**src/rtl/ltc2308_ctrl.sv**
```systemverilog
// LTC2308 SPI master: issues CONVST, shifts the next 6-bit config on SDI while reading the 12-bit
// SDO result, and tags each result with the channel that produced it (one-frame pipeline).
module ltc2308_ctrl #(
  parameter int CONVST_CYC = 1,
  parameter int SCK_HALF   = 1,
  parameter int CONV_CYC   = 80,
  parameter int CYC_CYC    = 110
) (
  input  logic        clk,
  input  logic        rst,
  input  logic        en,
  input  logic [2:0]  cfg_ch,
  input  logic        cfg_sgl,
  input  logic        cfg_uni,
  output logic        adc_convst,
  output logic        adc_sck,
  output logic        adc_sdi,
  input  logic        adc_sdo,
  output logic [11:0] data,
  output logic [2:0]  data_ch,
  output logic        data_valid,
  output logic        busy,
  output logic [1:0]  dbg_state
);

  typedef enum logic [1:0] {
    S_IDLE  = 2'd0,
    S_CONV  = 2'd1,
    S_SHIFT = 2'd2,
    S_DONE  = 2'd3
  } state_t;

  localparam logic [7:0] T_CONVST    = 8'(CONVST_CYC);
  localparam logic [7:0] T_CONV_LAST = 8'(CONV_CYC - 1);
  localparam logic [7:0] T_CYC_LAST  = 8'(CYC_CYC - 1);
  localparam logic [7:0] HALF_LAST   = 8'(SCK_HALF - 1);

  if (CONVST_CYC < 1 || CONV_CYC <= CONVST_CYC) begin : g_chk_conv
    $error("ltc2308_ctrl: need 1 <= CONVST_CYC < CONV_CYC");
  end
  if (SCK_HALF < 1 || SCK_HALF > 256) begin : g_chk_sck
    $error("ltc2308_ctrl: SCK_HALF must be 1..256");
  end
  if (CYC_CYC < CONV_CYC + 24 * SCK_HALF + 1 || CYC_CYC > 256) begin : g_chk_cyc
    $error("ltc2308_ctrl: need CONV_CYC + 24*SCK_HALF + 1 <= CYC_CYC <= 256");
  end

  state_t      r_state, w_state_nxt;
  logic [7:0]  r_t, w_t_nxt;
  logic [7:0]  r_hcnt, w_hcnt_nxt;
  logic [4:0]  r_half, w_half_nxt;
  logic        r_convst, w_convst_nxt;
  logic        r_sck, w_sck_nxt;
  logic        r_sdi, w_sdi_nxt;
  logic [5:0]  r_word, w_word_nxt;
  logic [11:0] r_shift, w_shift_nxt;
  logic [2:0]  r_cur_ch, w_cur_ch_nxt;
  logic [2:0]  r_prev_ch, w_prev_ch_nxt;
  logic [11:0] r_data, w_data_nxt;
  logic [2:0]  r_data_ch, w_data_ch_nxt;
  logic        r_valid, w_valid_nxt;
  logic        r_busy, w_busy_nxt;
  logic        r_prime, w_prime_nxt;
  logic        w_start;
  logic [5:0]  w_in_word;

  // LTC2308 config word: S/D, O/S, S1, S0, UNI, SLP (sleep never used)
  assign w_in_word = {cfg_sgl, cfg_ch[0], cfg_ch[2], cfg_ch[1], cfg_uni, 1'b0};

  always_ff @(posedge clk or posedge rst) begin
    if (rst) begin
      r_state   <= S_IDLE;
      r_t       <= 8'd0;
      r_hcnt    <= 8'd0;
      r_half    <= 5'd0;
      r_convst  <= 1'b0;
      r_sck     <= 1'b0;
      r_sdi     <= 1'b0;
      r_word    <= 6'd0;
      r_shift   <= 12'd0;
      r_cur_ch  <= 3'd0;
      r_prev_ch <= 3'd0;
      r_data    <= 12'd0;
      r_data_ch <= 3'd0;
      r_valid   <= 1'b0;
      r_busy    <= 1'b0;
      r_prime   <= 1'b1;
    end else begin
      r_state   <= w_state_nxt;
      r_t       <= w_t_nxt;
      r_hcnt    <= w_hcnt_nxt;
      r_half    <= w_half_nxt;
      r_convst  <= w_convst_nxt;
      r_sck     <= w_sck_nxt;
      r_sdi     <= w_sdi_nxt;
      r_word    <= w_word_nxt;
      r_shift   <= w_shift_nxt;
      r_cur_ch  <= w_cur_ch_nxt;
      r_prev_ch <= w_prev_ch_nxt;
      r_data    <= w_data_nxt;
      r_data_ch <= w_data_ch_nxt;
      r_valid   <= w_valid_nxt;
      r_busy    <= w_busy_nxt;
      r_prime   <= w_prime_nxt;
    end
  end

  always_comb begin
    w_state_nxt   = r_state;
    w_t_nxt       = r_t;
    w_hcnt_nxt    = r_hcnt;
    w_half_nxt    = r_half;
    w_convst_nxt  = r_convst;
    w_sck_nxt     = r_sck;
    w_sdi_nxt     = r_sdi;
    w_word_nxt    = r_word;
    w_shift_nxt   = r_shift;
    w_cur_ch_nxt  = r_cur_ch;
    w_prev_ch_nxt = r_prev_ch;
    w_data_nxt    = r_data;
    w_data_ch_nxt = r_data_ch;
    w_valid_nxt   = 1'b0;
    w_busy_nxt    = r_busy;
    w_prime_nxt   = r_prime;
    w_start       = 1'b0;

    if (r_state != S_IDLE) w_t_nxt = r_t + 8'd1;

    case (r_state)
      S_IDLE: begin
        if (en) begin
          w_start     = 1'b1;
          w_prime_nxt = 1'b1;
        end
      end
      S_CONV: begin
        w_convst_nxt = (r_t + 8'd1) < T_CONVST;
        if (r_t == T_CONV_LAST) begin
          // this edge raises SCK for bit 0, so SDO bit 11 is captured now
          w_state_nxt = S_SHIFT;
          w_sck_nxt   = 1'b1;
          w_hcnt_nxt  = 8'd0;
          w_half_nxt  = 5'd0;
          w_shift_nxt = {r_shift[10:0], adc_sdo};
        end
      end
      S_SHIFT: begin
        if (r_hcnt == HALF_LAST) begin
          w_hcnt_nxt = 8'd0;
          if (r_half == 5'd23) begin
            w_state_nxt   = S_DONE;
            w_sck_nxt     = 1'b0;
            w_sdi_nxt     = 1'b0;
            w_prev_ch_nxt = r_cur_ch;
            w_prime_nxt   = 1'b0;
            if (!r_prime) begin
              w_data_nxt    = r_shift;
              w_data_ch_nxt = r_prev_ch;
              w_valid_nxt   = 1'b1;
            end
          end else begin
            w_half_nxt = r_half + 5'd1;
            w_sck_nxt  = ~r_sck;
            if (r_sck) begin
              w_sdi_nxt  = r_word[4];
              w_word_nxt = {r_word[4:0], 1'b0};
            end else begin
              w_shift_nxt = {r_shift[10:0], adc_sdo};
            end
          end
        end else begin
          w_hcnt_nxt = r_hcnt + 8'd1;
        end
      end
      S_DONE: begin
        if (r_t == T_CYC_LAST) begin
          if (en) begin
            w_start = 1'b1;
          end else begin
            w_state_nxt = S_IDLE;
            w_busy_nxt  = 1'b0;
            w_t_nxt     = 8'd0;
          end
        end
      end
      default: w_state_nxt = S_IDLE;
    endcase

    if (w_start) begin
      w_state_nxt  = S_CONV;
      w_t_nxt      = 8'd0;
      w_convst_nxt = 1'b1;
      w_busy_nxt   = 1'b1;
      w_cur_ch_nxt = cfg_ch;
      w_word_nxt   = w_in_word;
      w_sdi_nxt    = w_in_word[5];
    end
  end

  assign adc_convst = r_convst;
  assign adc_sck    = r_sck;
  assign adc_sdi    = r_sdi;
  assign data       = r_data;
  assign data_ch    = r_data_ch;
  assign data_valid = r_valid;
  assign busy       = r_busy;
  assign dbg_state  = r_state;

endmodule

```
**config.mk**
```make
export PLATFORM = sky130hd
export DESIGN_NAME = ltc2308_ctrl
export DESIGN_NICKNAME = d
export VERILOG_FILES = /design/src/rtl/ltc2308_ctrl.sv
export SDC_FILE = /design/constraint.sdc
export NUM_CORES = 1
export LEC_CHECK = 0
export ABC_CLOCK_PERIOD_IN_PS = 4200
export CORE_ASPECT_RATIO = 0.7
export CORE_MARGIN = 8
export CORE_UTILIZATION = 64
export CTS_BUF_LIST = sky130_fd_sc_hd__clkbuf_4 sky130_fd_sc_hd__clkbuf_8
export DETAILED_ROUTE_END_ITERATION = 8
export PLACE_DENSITY = 0.89
export SYNTH_ARGS = -nofsm -noshare
export SYNTH_HDL_FRONTEND = slang
export SYNTH_SLANG_ARGS = --single-unit
```
**constraint.sdc**
```tcl
create_clock -name clk -period 4.2 [get_ports clk]
set_input_delay 0.84 -clock clk [delete_from_list [all_inputs] [get_ports clk]]
set_output_delay 0.84 -clock clk [all_outputs]
set_load 0.03 [all_outputs]
```
# ---- Word-level counts from Yosys, hierarchy flattened
# Index checks and enable logic that the tools add are counted.
dict set report op_classes {
  n_addsub 3
  order_cmp 1
  eq_ne 19
  n_mux 55
  bitwise_logic 2
  n_reduce_logical 24
}
# operator count
set ops {}
lappend ops {{$mux 8} 7}
lappend ops {{$mux 12} 4}
lappend ops {{$mux 5} 8}
lappend ops {{$pmux 12 s2} 1}
lappend ops {{$mux 1} 23}
lappend ops {{$reduce_bool 2->1} 9}
lappend ops {{$add 8x1->8 const B} 2}
lappend ops {{$eq 8x7->1 const B} 2}
lappend ops {{$pmux 8 s2} 1}
lappend ops {{$reduce_and 4->1} 4}
lappend ops {{$ne 3x3->1 const B} 5}
lappend ops {{$ne 2x2->1 const B} 7}
lappend ops {{$mux 2} 6}
lappend ops {{$reduce_and 3->1} 4}
lappend ops {{$pmux 5 s2} 1}
lappend ops {{$logic_not 8->1} 1}
lappend ops {{$lt 8x1->1 const B} 1}
lappend ops {{$pmux 1 s2} 3}
lappend ops {{$pmux 2 s3} 1}
lappend ops {{$reduce_and 6->1} 1}
lappend ops {{$add 5x1->5 const B} 1}
lappend ops {{$eq 5x5->1 const B} 1}
lappend ops {{$reduce_and 5->1} 1}
lappend ops {{$eq 2x2->1 const B} 2}
lappend ops {{7 further kinds} 8}
dict set report word_totals {
  ff_bits 67
  input_bits 9
  out_inout_bits 22
  elab_cells 120
}

# ---- Longest topological paths before layout
# Gate-level depths: netlist of the first run.
dict set report depth {
  depth_word 6
  depth_mapped 7
  depth_no_buf 6
}

# ---- Least setup slack after synthesis of the first run
# No wires, ideal clock.
dict set report synth_timing {
  path_type {reg2reg}
  start {reg r_hcnt[0]}
  end {reg r_word[4]}
  setup_time_ps 125
  t_arrival_ps 2267
  required_ps 4075
  slack_ps 1808
  path_stages_with_launch 8
  n_path_buf 1
  path_cell_list {dfrtp_1 -> inv_1 -> ha_1 -> or4b_4 -> or4_4 -> buf_6 -> mux2_1 -> mux2_4}
}
dict set report synth_between {
  elab_chain_len 3
}
# item line_no
set synth_lines {}
lappend synth_lines {{start, declared} 50} ;# logic [7:0] r_hcnt, w_hcnt_nxt;
lappend synth_lines {{start signal, assigned} 91} ;# r_hcnt <= w_hcnt_nxt;
lappend synth_lines {{$logic_not 8->1} 148} ;# if (r_hcnt == HALF_LAST) begin
lappend synth_lines {{$reduce_bool 2->1 (no line)} n/a}
lappend synth_lines {{$reduce_and 4->1 (no line)} n/a}
lappend synth_lines {{end signal, assigned} 96} ;# r_word <= w_word_nxt;
lappend synth_lines {{end, declared} 55} ;# logic [5:0] r_word, w_word_nxt;
# Every way passes these cells.
# A chain may end at the register's enable or synchronous reset.

# ---- Worst setup path in the final report of the first run
dict set report layout_timing {
  start {reg r_hcnt[0]}
  end {reg r_data[3], in the netlist data[3]}
}
dict set report layout_between {
  elab_chain_len 2
}
# item line_no
set layout_lines {}
lappend layout_lines {{$logic_not 8->1} 148}
lappend layout_lines {{$reduce_and 4->1 (no line)} n/a}
lappend layout_lines {{end signal, assigned} 100} ;# r_data <= w_data_nxt;
lappend layout_lines {{end, declared} 59} ;# logic [11:0] r_data, w_data_nxt;
# Every way passes these cells.

==> results of run 1 <==
-- cells in the final DEF (no fill, tap or decap), types with 4 or more instances in the layout --
cell | netlist | layout
nand4_1 | 5 | 5
inv_1 | 16 | 15
mux2_2 | 36 | 36
a31oi_1 | 5 | 5
nor3_1 | 5 | 5
or4_1 | 4 | 4
o21ai_0 | 13 | 13
clkdlybuf4s50_1 | 0 | 30
xnor2_1 | 5 | 5
ha_1 | 9 | 9
a21oi_1 | 5 | 5
clkbuf_8 | 0 | 10
a22o_1 | 4 | 4
nor2_1 | 16 | 16
nand2_1 | 13 | 13
nand3_1 | 10 | 10
dfrtp_1 | 65 | 65
-- layout make-up --
type / instances / area [sq um] / share of cell area
Inverter: 16 / 60.1 / 0.0160
Multi-Input combinational cell: 185 / 1440 / 0.383
Timing Repair Buffer: 31 / 308 / 0.0821
Clock inverter: 4 / 51.3 / 0.0137
Clock buffer: 12 / 153 / 0.0407
Sequential cell: 66 / 1650 / 0.441
Tap cell: 69 / 86.3 / 0.0230
-- worst max-delay path: cells and delay by family, from the launching register on --
family / cells / cell delay, ns
fa+ha+maj: 1 / 0.17
buf+inv: 1 / 0.11
flops: 1 / 0.41
mux: 1 / 0.42
simple gates: 3 / 1.83
-- worst max path at each step --
stage,slack [ns],to,start
2_1_floorplan,1.71,adc_convst,rst
3_3_place_gp,1.42,data[11],r_hcnt[0]
3_5_place_dp,1.21,data[0],r_hcnt[0]
4_1_cts,1.17,data[3],r_hcnt[0]
5_1_grt,0.98,data[3],r_hcnt[0]
6_report,1.13,data[3],r_hcnt[0]
-- state kept, by name, summed over array words and instances (netlist names) --
signal and flops:
adc_sck 1, adc_sdi 1, r_prev_ch 3, data 12, adc_convst 1, dbg_state 2, data_ch 3, r_word 4
r_t 8, busy 1, r_hcnt 8, r_cur_ch 3, r_prime 1, r_half 5, data_valid 1, r_shift 12
-- per-stage QoR --
step / cell area [sq um] / util / power [W] / std cells
final: 3750 / 0.779 / 0.00225 / 383
after global routing: 3750 / 0.779 / 0.00239 / 383
after CTS: 3750 / 0.779 / 0.00226 / 383
after detailed placement: 3540 / 0.737 / 0.00171 / 367
after global placement: 3540 / 0.737 / 0.00167 / 367
after floorplan: 3210 / - / 0.00151 / 277
-- power groups by stage --
| stage | clock network [W] | registers, W | logic, W |
|---|---|---|---|
| 2_1_floorplan | 0 | 0.000945 | 0.000561 |
| 3_3_place_gp | 0 | 0.000923 | 0.000746 |
| 3_5_place_dp | 0 | 0.000934 | 0.000777 |
| 4_1_cts | 0.000551 | 0.000923 | 0.000784 |
| 5_1_grt | 0.000580 | 0.000951 | 0.000858 |
| 6_report | 0.000541 | 0.000927 | 0.000782 |
-- logic make-up after synthesis --
logic type / synth area share
buf+inv: 0.0367
fa+ha+maj: 0.0351
simple gates: 0.133
mux: 0.151
xor+xnor: 0.0191
flops: 0.515
compound gates: 0.110
-- routing by layer --
| layer | wire length [um] | vias up | track usage |
|---|---|---|---|
| met5 | 0 | - | 0 |
| met1 | 3000 | 1116 | 0.244 |
| met2 | 3230 | 78 | 0.299 |
| li1 | - | 1075 | - |
| met4 | 54 | 0 | 0.0717 |
| met3 | 456 | 6 | 0.0757 |
==> results.toml, run 1 <==
[run_status]
run_status = "completed"

[pwr]
p_sw_w = 0.000783
leakage_nw = 1.69
powerDensity_mw_per_mm2 = 600
peakVddDrop_mv = 0.494
power_frac_comb = 0.348
share_seq_of_total_power = 0.412
intPower_w = 0.00147
p_clk_frac = 0.240
p_sw_frac = 0.348

[setup_path]
cp-start-kind = "flop"
reg2regPathDepth = 6
ff2ff_setup_slack_ns = 1.13
worstPathRequired_ns = 4.43
cp_cell_sequence = "inv_1 -> ha_1 -> nor4b_1 -> nand4_1 -> nor2_2 -> mux2_2"
cpMaxStageDelayCell = "nor2_2"
crit_fanout = 16
setup.worst_path.class = "reg -> reg"
cpPeakStageDelay_ns = 0.75
r2r-start = "r_hcnt[0]"
worstPathArrival_ns = 3.30
r2r_end = "data[3]"
end_kind = "flop"

[routing]
avgRoutedWirePerCell_um = 17.6
drc_errors = 0
wl_um = 6750
drt_iter0_drc = 138
antenna_left = 0
first_pass_iters = 4
vias = 2275
routed_via_density = 5.94

[timing]
fin_ws_ns = 1.13
worstMarginPinSlew_ns = 0.976
rsz0062_at_grt = "false"
hold_violations = 0
skew_ns = 0.0106
fmax_mhz = 325
fin_tns_setup_ns = 0
hold-worst-slack_ns = 0.509
fin_crit_ns = 3.07
finalSetupViolCount = 0
slew_viol_final = 0
slew_headroom = 0.348
fin_crit_sh = 0.732

[yosys]
synth_cell_types = 57
syn_avg_cell_area_sq_um = 11.6
synth_top_area_frac = 0.507
synth_common_cells = "dfrtp_1 (65), mux2_2 (36), inv_1 (16), nor2_1 (16)"
synth_area_sq_mm = 0.00321
synth_area_leaders = "dfrtp_1 (51%), mux2_2 (13%), ha_1 (3.5%)"
syn-num-nets = 295
ys.flop_type = "dfrtp_1"
synthArstFlopShare = 1.00
ys_seq_elements = 66
yosysWarnings = 0
synth_area_leader_cell = "dfrtp_1"
synth.most_common_cell = "dfrtp_1"
ys_seq_area_frac = 0.515
synth_edf_count = 0
synth_cells = 277

[cells_and_area]
synthToLayoutAreaGrowth_pct = 16.9
diodes = 0
nets = 327
drive_gt1_frac = 0.217
fillCellCount = 291

[placed_design]
place_hpwl_um = 4750
post-place-ws_ns = 1.21
numPortBuffers = 30
gp_congestion = 0.840

[clocking]
cts_max_level = 3
cts_tree = "yes"
cts_made_buffers = 9
clk_pin_slew_ns = 0.07
clock_latency_ns = 0.35
cts_setup_buffers = 0
clk_path_buf_depth = 2
cts_num_sinks = 66
cts_resized = 0
cts.root.buffer_cell = "clkbuf_8"
ctsHoldBuffers = 0

[die]
floorplan.initialDensity = 0.667
rows = 21
die_w_um = 101
core_sq_mm = 0.00481
ioPinCount = 31
die_area_sq_mm = 0.00757
die_h_um = 75.2

[min_path]
holdPathEnd = "data[11]"
holdCritPathClass = "reg -> reg"
min_from = "data[11]"
holdPathStages = 1

[grt]
grtUsageTotal = 0.194
grt_max_degree = 51
grt_pass1_vias = 2276
antenna_found_initial = 0
grt-ovfl-total = 0
grt_first_pass_wirelength_um = 11200

[run]
maxCapViolations = 0
Power figures use the tool's default switching activity.
==> run 2, diff against run 1 <==
- ABC_CLOCK_PERIOD_IN_PS: 4200 -> 3000
- CORE_UTILIZATION: 64 -> 59
- PLACE_DENSITY: 0.89 -> 0.83
- clock period: 4.2 -> 3 ns (I/O delays scaled with it)
==> run 2 against run 1 <==
  * Maximum frequency is 24% higher
  * Final cell count is 1.8% higher
  * Worst setup slack worse by 0.61 ns
  * Highest routed layer unchanged
  * Clock skew is 0.0032 ns lower
  * Count of clock-buffer cells in the layout is 3 lower
  * Sequential share of layout area is 1.0 points lower
  * Largest power group unchanged
==> results.toml, run 2 (synthesis results as in run 1) <==
[timing]
fin_crit_sh = 0.829
slew_viol_final = 0
skew_ns = 0.00741
hold_violations = 0
fin_ws_ns = 0.514
slew_headroom = 0.525
rsz0062_at_grt = "false"
fin_crit_ns = 2.49
fmax_mhz = 402
hold-worst-slack_ns = 0.504
fin_tns_setup_ns = 0
worstMarginPinSlew_ns = 0.713
finalSetupViolCount = 0

[cells_and_area]
synthToLayoutAreaGrowth_pct = 19.6
diodes = 0
drive_gt1_frac = 0.226
final_cell_mix = "dfrtp_1 (65), mux2_2 (36), clkdlybuf4s50_1 (30)"
final_core_util = 0.733
nets = 332
design_area_sq_mm = 0.00384
final_common_cell = "dfrtp_1"

[clocking]
cts_num_sinks = 66
cts_made_buffers = 9
clk_path_buf_depth = 2
cts_setup_buffers = 0
ctsHoldBuffers = 0
cts_resized = 0
clock_latency_ns = 0.33
cts.root.buffer_cell = "clkbuf_8"
cts_max_level = 3
clk_pin_slew_ns = 0.07
cts_tree = "yes"

[routing]
drc_errors = 0
wl_met2_um = 2900
vias = 2245
drt_iter0_drc = 153
first_pass_iters = 4
avgRoutedWirePerCell_um = 16.5
wl_met1_um = 3100
top_layer = "met4"
wl_um = 6420
antenna_left = 0
met3_length_um = 357
routed_via_density = 5.76

[placed_design]
gp_congestion = 0.858
place_hpwl_um = 4570
placed_area_sq_mm = 0.00360
numPortBuffers = 30
post-place-ws_ns = 0.540

[setup_path]
cp-start-kind = "flop"
ff2ff_setup_slack_ns = 0.51
cpMaxStageDelayCell = "or4_4"
setup.worst_path.class = "reg -> reg"
worstPathRequired_ns = 3.22
cp_cell_sequence = "inv_1 -> ha_1 -> or4b_4 -> or4_4 -> mux2_1 -> mux2_2"
critical_path_buf_inv_count = 1
cpPeakStageDelay_ns = 0.60
end_kind = "flop"
crit_fanout = 5
crit_family = "simple AND/OR/NAND/NOR gates"
worstPathArrival_ns = 2.71

[grt]
grt_max_degree = 40
antenna_found_initial = 0
grt_first_pass_wirelength_um = 11200
grt-ovfl-total = 0
grtUsageTotal = 0.169
grt_pass1_vias = 2279

[pwr]
peakVddDrop_mv = 0.648
leakage_nw = 1.73
powerDensity_mw_per_mm2 = 861

[die]
die_area_sq_mm = 0.00809
floorplan.initialDensity = 0.613
die_w_um = 104
rows = 22
ioPinCount = 31
core_sq_mm = 0.00523
die_h_um = 77.7

[run]
maxCapViolations = 0

[min_path]
holdCritPathClass = "reg -> reg"

[run_status]
run_status = "completed"
run 2: worst paths after layout:
kind,from,depth (start not counted),end
worst max register to register,r_hcnt[0],6,r_word[3]
worst max-delay path,r_hcnt[0],6,r_word[3]
min in group asynchronous,rst,2,r_shift[11]
worst min-delay path,r_prev_ch[1],1,r_prev_ch[1]
max in group asynchronous,rst,3,r_prime
worst min register to register,r_prev_ch[1],1,r_prev_ch[1]
run 2: report_power, final:
group	switching (W)	total (W)	internal [W]
registers	0.000180	0.00129	0.00111
logic	0.000581	0.00112	0.000539
clock network	0.000342	0.000893	0.000552
total	0.00110	0.00330	0.00220
run 2: cell type report:
class / count / area [sq um]
Clock inverter: 6 / 115
Tap cell: 72 / 90.1
Clock buffer: 9 / 124
Sequential cell: 66 / 1650
Inverter: 16 / 60.1
Timing Repair Buffer: 36 / 358
Fill cell: 362 / 1390
Multi-Input combinational cell: 185 / 1440
run 2: layer usage:
| layer | track usage | vias up |
|---|---|---|
| li1 | - | 1084 |
| met1 | 0.227 | 1095 |
| met2 | 0.253 | 57 |
| met3 | 0.0528 | 9 |
| met4 | 0.0561 | 0 |
| met5 | 0 | - |
run 2: stage by stage:
stage | power (W) | cells
6_report | 0.00330 | 390
5_1_grt | 0.00351 | 390
4_1_cts | 0.00332 | 390
3_5_place_dp | 0.00242 | 375
3_3_place_gp | 0.00236 | 375
2_1_floorplan | 0.00211 | 277
==> run 3, diff against run 2 <==
- ABC_CLOCK_PERIOD_IN_PS: 3000 -> 2100
- CORE_UTILIZATION: 59 -> 53
- PLACE_DENSITY: 0.83 -> 0.79
- clock period: 3 -> 2.1 ns (I/O delays scaled with it)
==> run 3 against run 2 <==
  * The flow now finishes with violations (setup timing)
  * Clock skew hardly changed
  * First-iteration DRC count down 46%
  * Maximum frequency grew 11%
  * Worst hold slack worse by 0.038 ns
  * Global-route usage increased by 0.55 points
  * Combinational power up 64%
  * Utilization shrank 3.0 points
  * Critical path type unchanged
  * Critical endpoint is now r_word[2]
  * Largest cell class unchanged
  * Largest power group unchanged
==> results.toml, run 3 (synthesis results as in run 1) <==
[placed_design]
numPortBuffers = 30
post-place-ws_ns = -0.276
place_hpwl_um = 5030
gp_congestion = 0.822
dp_cells = 407

[run_status]
run_status = "finished with violations"
violations = "setup timing"

[die]
core_sq_mm = 0.00578
rows = 23
floorplan.initialDensity = 0.554
ioPinCount = 31
die_h_um = 81.1
die_w_um = 109
die_area_sq_mm = 0.00884

[routing]
first_pass_iters = 4
avgRoutedWirePerCell_um = 16.8
routed_via_density = 5.57
antenna_left = 0
vias = 2363
drc_errors = 0
drt_iter0_drc = 82
wl_um = 7110

[min_path]
holdCritPathClass = "in -> async"

[clocking]
cts.root.buffer_cell = "clkbuf_8"
cts_max_level = 3
cts_made_buffers = 9
clk_path_buf_depth = 2
cts_num_sinks = 66
cts_tree = "yes"
clk_pin_slew_ns = 0.07
ctsHoldBuffers = 0
clock_latency_ns = 0.33

[timing]
fin_crit_ns = 2.24
skew_ns = 0.00716
hold_violations = 0
slew_viol_final = 0
worstMarginPinSlew_ns = 0.437
rsz0062_at_grt = "true"
finalSetupViolCount = 3
slew_headroom = 0.705
fin_ws_ns = -0.137
fin_crit_sh = 1.07
fmax_mhz = 447

[pwr]
power_w = 0.00462
peakVddDrop_mv = 0.798
leakage_nw = 1.89
powerDensity_mw_per_mm2 = 1140

[grt]
grt-ovfl-total = 0
antenna_found_initial = 0
grt_max_degree = 67
grtUsageTotal = 0.174
grt_pass1_vias = 2375
grt_first_pass_wirelength_um = 11900

[cells_and_area]
final_common_cell = "dfrtp_1"
diodes = 0
nets = 362
synthToLayoutAreaGrowth_pct = 26.8
final_cell_mix = "dfrtp_1 (62), mux2_2 (35), buf_4 (33)"
final_cells = 424
drive_gt1_frac = 0.327
final_core_util = 0.703

[setup_path]
setup.worst_path.class = "reg -> reg"
worstPathRequired_ns = 2.32
worstPathArrival_ns = 2.45
end_kind = "flop"
crit_fanout = 5
cp-start-kind = "flop"

[run]
maxCapViolations = 0
-- run 3: cell types whose count changed in the layout (fill, tap and decap cells not counted), sizes merged --
cell,delta
bufinv,-3
clkbuf,+2
clkinvlp,+1
clkinv,+2
inv,-1
buf,+30
-- run 3: final cells by class --
type,instances,area (sq um)
repair buffers,66,599
clock buffers,11,145
fillers,422,1720
well taps,75,93.8
inverters,16,60.1
multi-input cells,185,1480
flip-flops and latches,66,1660
clock inverters,5,30.0
-- run 3: power by group --
part	internal (W)	switching (W)
Combinational	0.000931	0.000908
Sequential	0.00159	0.000258
Clock	0.000467	0.000469
-- run 3: through the flow --
| step | cell area (sq um) | hold WS [ns] | setup TNS (ns) |
|---|---|---|---|
| after global placement | 3840 | 0.479 | -0.730 |
| after CTS | 4060 | 0.477 | -0.396 |
| after floorplan | 3220 | 0.467 | -1.94 |
| after global routing | 4070 | 0.525 | -1.11 |
| final | 4070 | 0.466 | -0.400 |
| after detailed placement | 3840 | 0.489 | -0.838 |
-- run 3: timing repair --
| item | 4_1_cts | 5_1_grt |
|---|---|---|
| pin swaps | 2 | 0 |
| gates resized for setup | 6 | 5 |
| setup buffers | 1 | 0 |
| setup endpoints to repair | 4 | 28 |
-- run 3: critical path, cell delays in order, from the launching register on --
cell     delay, ns
dfrtp_1       0.39
inv_2         0.08
ha_4          0.12
or4b_4        0.46
or4_4         0.49
mux2_4        0.32
mux2_2        0.26
-- run 3: path summary, 6_finish.rpt --
path | start | end | slack, ns | cells past startpoint
worst max-delay path | r_hcnt[0] | r_word[2] | -0.14 | 6
worst min-delay path | rst | data[6] | 0.47 | 3
worst max register to register | r_hcnt[0] | r_word[2] | -0.14 | 6
worst min register to register | r_prev_ch[1] | data_ch[1] | 0.50 | 1
max in group asynchronous | rst | r_prime | 1.31 | 3
min in group clk | r_prev_ch[1] | data_ch[1] | 0.50 | 1
-- run 3: routing by layer --
| metal | routed length, um | vias up | GRT usage |
|---|---|---|---|
| met2 | 3340 | 49 | 0.267 |
| met4 | 108 | 0 | 0.0639 |
| met1 | 3370 | 1157 | 0.230 |
| li1 | - | 1148 | - |
| met3 | 296 | 9 | 0.0514 |
| met5 | 0 | - | 0 |
